===== config.mk =====
export PLATFORM = sky130hd
export DESIGN_NAME = seq_comparator
export DESIGN_NICKNAME = d
export VERILOG_FILES = /design/src/rtl/seq_comparator.sv
export SDC_FILE = /design/constraint.sdc
export NUM_CORES = 1
export LEC_CHECK = 0
export CAP_MARGIN = 20
export CORE_MARGIN = 2
export CORE_UTILIZATION = 29
export DETAILED_ROUTE_END_ITERATION = 10
export GPL_TIMING_DRIVEN = 0
export PLACE_DENSITY_LB_ADDON = 0.2
export SLEW_MARGIN = 20
export SYNTH_ARGS = -nofsm -noshare
export SYNTH_HDL_FRONTEND = slang
export SYNTH_SLANG_ARGS = --single-unit

===== constraint.sdc =====
create_clock -name clk -period 1.88 [get_ports clk]
set_input_delay 0.188 -clock clk [delete_from_list [all_inputs] [get_ports clk]]
set_output_delay 0.188 -clock clk [all_outputs]
set_load 0.05 [all_outputs]

===== src/rtl/seq_comparator.sv =====
// Multi-cycle MSB-first magnitude comparator, DIGIT bits per cycle, one-hot {gt, eq, lt} result.
// Optional build macro SEQ_COMPARATOR_EARLY_EXIT_EN: complete on the first differing slice.
module seq_comparator #(
   parameter int WIDTH  = 8,
   parameter int DIGIT  = 2,
   parameter int SIGNED = 0
) (
   input  logic             clk,
   input  logic             rst_n,
   input  logic             start,
   input  logic [WIDTH-1:0] A,
   input  logic [WIDTH-1:0] B,
   output logic             busy,
   output logic             done,
   output logic [2:0]       C
);

   localparam int N  = WIDTH / DIGIT;
   localparam int CW = $clog2(N + 1);

   // Flipping the sign bit maps two's complement onto offset binary, so one unsigned compare serves both modes.
   localparam logic [WIDTH-1:0] SIGN_MASK = (SIGNED != 0) ? (WIDTH'(1) << (WIDTH - 1)) : '0;

   typedef enum logic {
      IDLE,
      RUN
   } state_t;

   state_t           state;
   logic [WIDTH-1:0] sh_a;
   logic [WIDTH-1:0] sh_b;
   logic [CW-1:0]    cnt;
   logic             res_dec;
   logic             res_gt;

   logic [DIGIT-1:0] top_a;
   logic [DIGIT-1:0] top_b;
   logic             slice_ne;
   logic             dec_now;
   logic             gt_now;
   logic             finish;

   assign top_a = sh_a[WIDTH-1 -: DIGIT];
   assign top_b = sh_b[WIDTH-1 -: DIGIT];

   always_comb begin
      slice_ne = (top_a != top_b);
      // Once a slice has decided, later slices are ignored.
      dec_now  = res_dec | slice_ne;
      gt_now   = res_dec ? res_gt : (top_a > top_b);
`ifdef SEQ_COMPARATOR_EARLY_EXIT_EN
      finish   = (cnt == CW'(1)) | slice_ne;
`else
      finish   = (cnt == CW'(1));
`endif
   end

   // NOTE: all state here is updated with non-blocking assignments so every register sees pre-edge values.
   always_ff @(posedge clk or negedge rst_n) begin
      if (!rst_n) begin
         state   <= IDLE;
         sh_a    <= '0;
         sh_b    <= '0;
         cnt     <= '0;
         res_dec <= 1'b0;
         res_gt  <= 1'b0;
         busy    <= 1'b0;
         done    <= 1'b0;
         C       <= 3'b000;
      end else begin
         done <= 1'b0;
         case (state)
            IDLE: begin
               if (start) begin
                  sh_a    <= A ^ SIGN_MASK;
                  sh_b    <= B ^ SIGN_MASK;
                  cnt     <= CW'(N);
                  res_dec <= 1'b0;
                  res_gt  <= 1'b0;
                  busy    <= 1'b1;
                  state   <= RUN;
               end
            end
            RUN: begin
               sh_a    <= sh_a << DIGIT;
               sh_b    <= sh_b << DIGIT;
               cnt     <= cnt - CW'(1);
               res_dec <= dec_now;
               res_gt  <= gt_now;
               if (finish) begin
                  C     <= dec_now ? (gt_now ? 3'b100 : 3'b001) : 3'b010;
                  done  <= 1'b1;
                  busy  <= 1'b0;
                  state <= IDLE;
               end
            end
            default: state <= IDLE;
         endcase
      end
   end

endmodule


==> flow_summary.yaml <==
layout:
  area_delta_synth_final_pct: 27.5
  diodes: 0
  layout-drive-gt1-share: 0.105
  multiInputGateArea_um2: 508
  nets: 167
  seq_area_um2: 676
  n_fill_cell: 407
clocking:
  post_cts_buffers: 0
  clock_sinks: 27
  cts-htree-levels: 1
  clockBufferDepth: 2
  cts_tree: "built"
  numCtsBuffers: 3
  root_buffer: "clkbuf_8"
  clk_pin_slew_ns: 0.10
  clock_latency_ns: 0.28
worst_setup_path:
  critPathCaptureType: "output pin"
  r2r-end: "C[0]"
  reg2reg_depth: 5
  arrival_ns: 1.44
  cp.required_ns: 1.69
  cp_slowest_cell: "clkdlybuf4s50_1"
  crit_end: "C[1]"
  worstSetupStartpointType: "flop"
  crit_chain: "clkdlybuf4s50_1"
  critPathMaxFanout: 2
  r2r_start: "sh_a[6]"
  crit_start: "C[1]"
  cp_num_cells: 1
  critical_path.top_delay_family: "buffers and inverters"
  worst-path-buf-inv: 1
  max_stage_delay_ns: 0.80
  crit_type: "flop to output pin"
  r2r_slack_ns: 0.51
run_status:
  status: "finished, final reports clean"
placed_design:
  portBuffers: 23
  pre_cts_ws_ns: 0.529
  hpwl_um: 1730
  place.gp.congestion: 0.787
pwr:
  static-leakage-power_nw: 0.739
  vdd_drop_max_mv: 0.492
  powerDensity_mw_per_mm2: 1410
timing:
  setup_viol: 0
  fin_skew_ns: 0.00582
  post-route-min-period_ns: 1.63
  setup_ws_ns: 0.249
  tightestPinTransition_ns: 0.624
  drv_slew: 0
  finalHoldViolations: 0
  rsz0062_at_grt: "no"
  slew_headroom: 0.584
  timing.fmax_mhz: 613
  fin_tns_setup_ns: 0
  finalCritPeriodShare: 0.868
synthesis:
  seq_area_frac_synth: 0.536
  synth_area_leaders: "dfrtp_1 54%, mux2i_1 13%, o21ai_1 4.8%"
  synth_top_area_frac: 0.536
  synth_cell_type_count: 25
  synth-edff-count: 0
  synth_common_cells: "27 x dfrtp_1, 16 x mux2i_1, 16 x nand2_1"
  syn_inst: 115
  async_flop_share: 1.00
  netlist_area_mm2: 0.00126
  ys_warn_count: 0
  ys.flop_type: "dfrtp_1"
  synth_most_common_cell: "dfrtp_1"
  ys_ff_latch: 27
  synth_nets: 138
  yosys.area.top_type: "dfrtp_1"
  syn_area_per_cell_um2: 11.0
routing:
  drtPass1Iterations: 4
  routed_wl_um: 2480
  ant_nets: 0
  drtIter0Drc: 38
  viasPerCell: 4.62
  vias: 892
  drcViolationCount: 0
  wl_per_cell_um: 12.8
global_route:
  first_global_vias: 908
  antenna_found_initial: 0
  grt_overflow: 0
  track_usage: 0.110
  grt_max_degree: 28
  grt_pass1_wl_um: 4260
die:
  die_h_um: 69.9
  die_w_um: 69.9
  io_pins: 24
  start_util: 0.309
  die_area_mm2: 0.00489
  core_area_mm2: 0.00409
  rows: 23
min_path:
  hp-class: "input port to asynchronous set/reset pin"
run:
  drv_cap: 0
[cell families after synthesis]
group | after synthesis | synth area share
muxes | 17 | 0.139
DFF | 27 | 0.536
and+or+nand+nor | 28 | 0.105
adders and majority gates | 4 | 0.0397
buffers and inverters | 13 | 0.0615
xor gates and xnor gates | 1 | 0.00695
AOI/OAI and AO/OA | 25 | 0.112
[layout make-up]
type,instances,area share
flip-flops and latches,27,0.420
inverters,7,0.0171
clock inverters,1,0.00467
clock buffers,3,0.0257
multi-input cells,75,0.316
plain buffers,6,0.0311
well taps,50,0.0389
repair buffers,24,0.146
[routing by layer]
layer | vias to the layer above | routed length (um) | part of all wire | track usage
met2 | 20 | 1180 | 0.48 | 0.179
li1 | 448 | - | - | -
met1 | 422 | 1160 | 0.47 | 0.144
met5 | - | 0 | 0 | 0
met4 | 0 | 22 | 0.0089 | 0.0256
met3 | 2 | 113 | 0.046 | 0.0317
[metrics by stage]
step                hold WS [ns]  cells  total power [W]  utilization  instance area (um^2)
floorplan                 -0.108    115          0.00165            -                  1260
global placement           0.467    188          0.00193        0.380                  1550
detailed placement         0.250    188          0.00195        0.379                  1550
CTS                        0.469    193          0.00230        0.393                  1610
global route               0.499    193          0.00244        0.393                  1610
finish                     0.448    193          0.00227        0.393                  1610
[layout by cell type, fill, tap and decap left out]
cell,n
nand2_1,16
nor2b_1,1
a21oi_1,2
nand2b_1,2
a211oi_1,1
clkinv_2,1
buf_4,3
nor3_1,1
buf_6,2
nor2_1,6
mux2_4,1
clkbuf_8,3
clkdlybuf4s50_1,22
o21ai_1,12
buf_2,2
o21ai_0,4
o31ai_1,2
o211ai_1,1
mux2i_1,16
dlygate4sd3_1,1
nand3b_4,1
a31oi_1,2
inv_1,6
o22a_1,1
xnor2_1,1
ha_1,4
nor2_2,1
dfrtp_1,27
clkinvlp_4,1
[flip-flops by register name, indices dropped and copies added (netlist names)]
| name | count |
|---|---|
| C | 3 |
| busy | 1 |
| cnt | 3 |
| done | 1 |
| res_dec | 1 |
| res_gt | 1 |
| sh_a | 8 |
| sh_b | 8 |
| state | 1 |
[how the worst min path moves through the flow]
| stage | from | end |
|---|---|---|
| after floorplan | rst_n | C[0] |
| after global placement | C[1] | C[1] |
| after detailed placement | rst_n | done |
| after CTS | rst_n | sh_a[3] |
| after global routing | rst_n | sh_a[0] |
| final | rst_n | sh_a[3] |
[timing repair]
action,4_1_cts,5_1_grt
gates resized for setup,0,0
setup endpoints to repair,0,0
hold buffers,1,0
endpoints found under the hold margin,27,0
[where the power goes]
part           switching [W]  total [W]  leakage (nW)  internal (W)
clock network       0.000195   0.000346        0.0217      0.000151
registers           0.000130   0.000917         0.344      0.000787
logic               0.000574    0.00101         0.373      0.000435
total               0.000898    0.00227         0.739       0.00137
(Power assumes the default switching activity.)
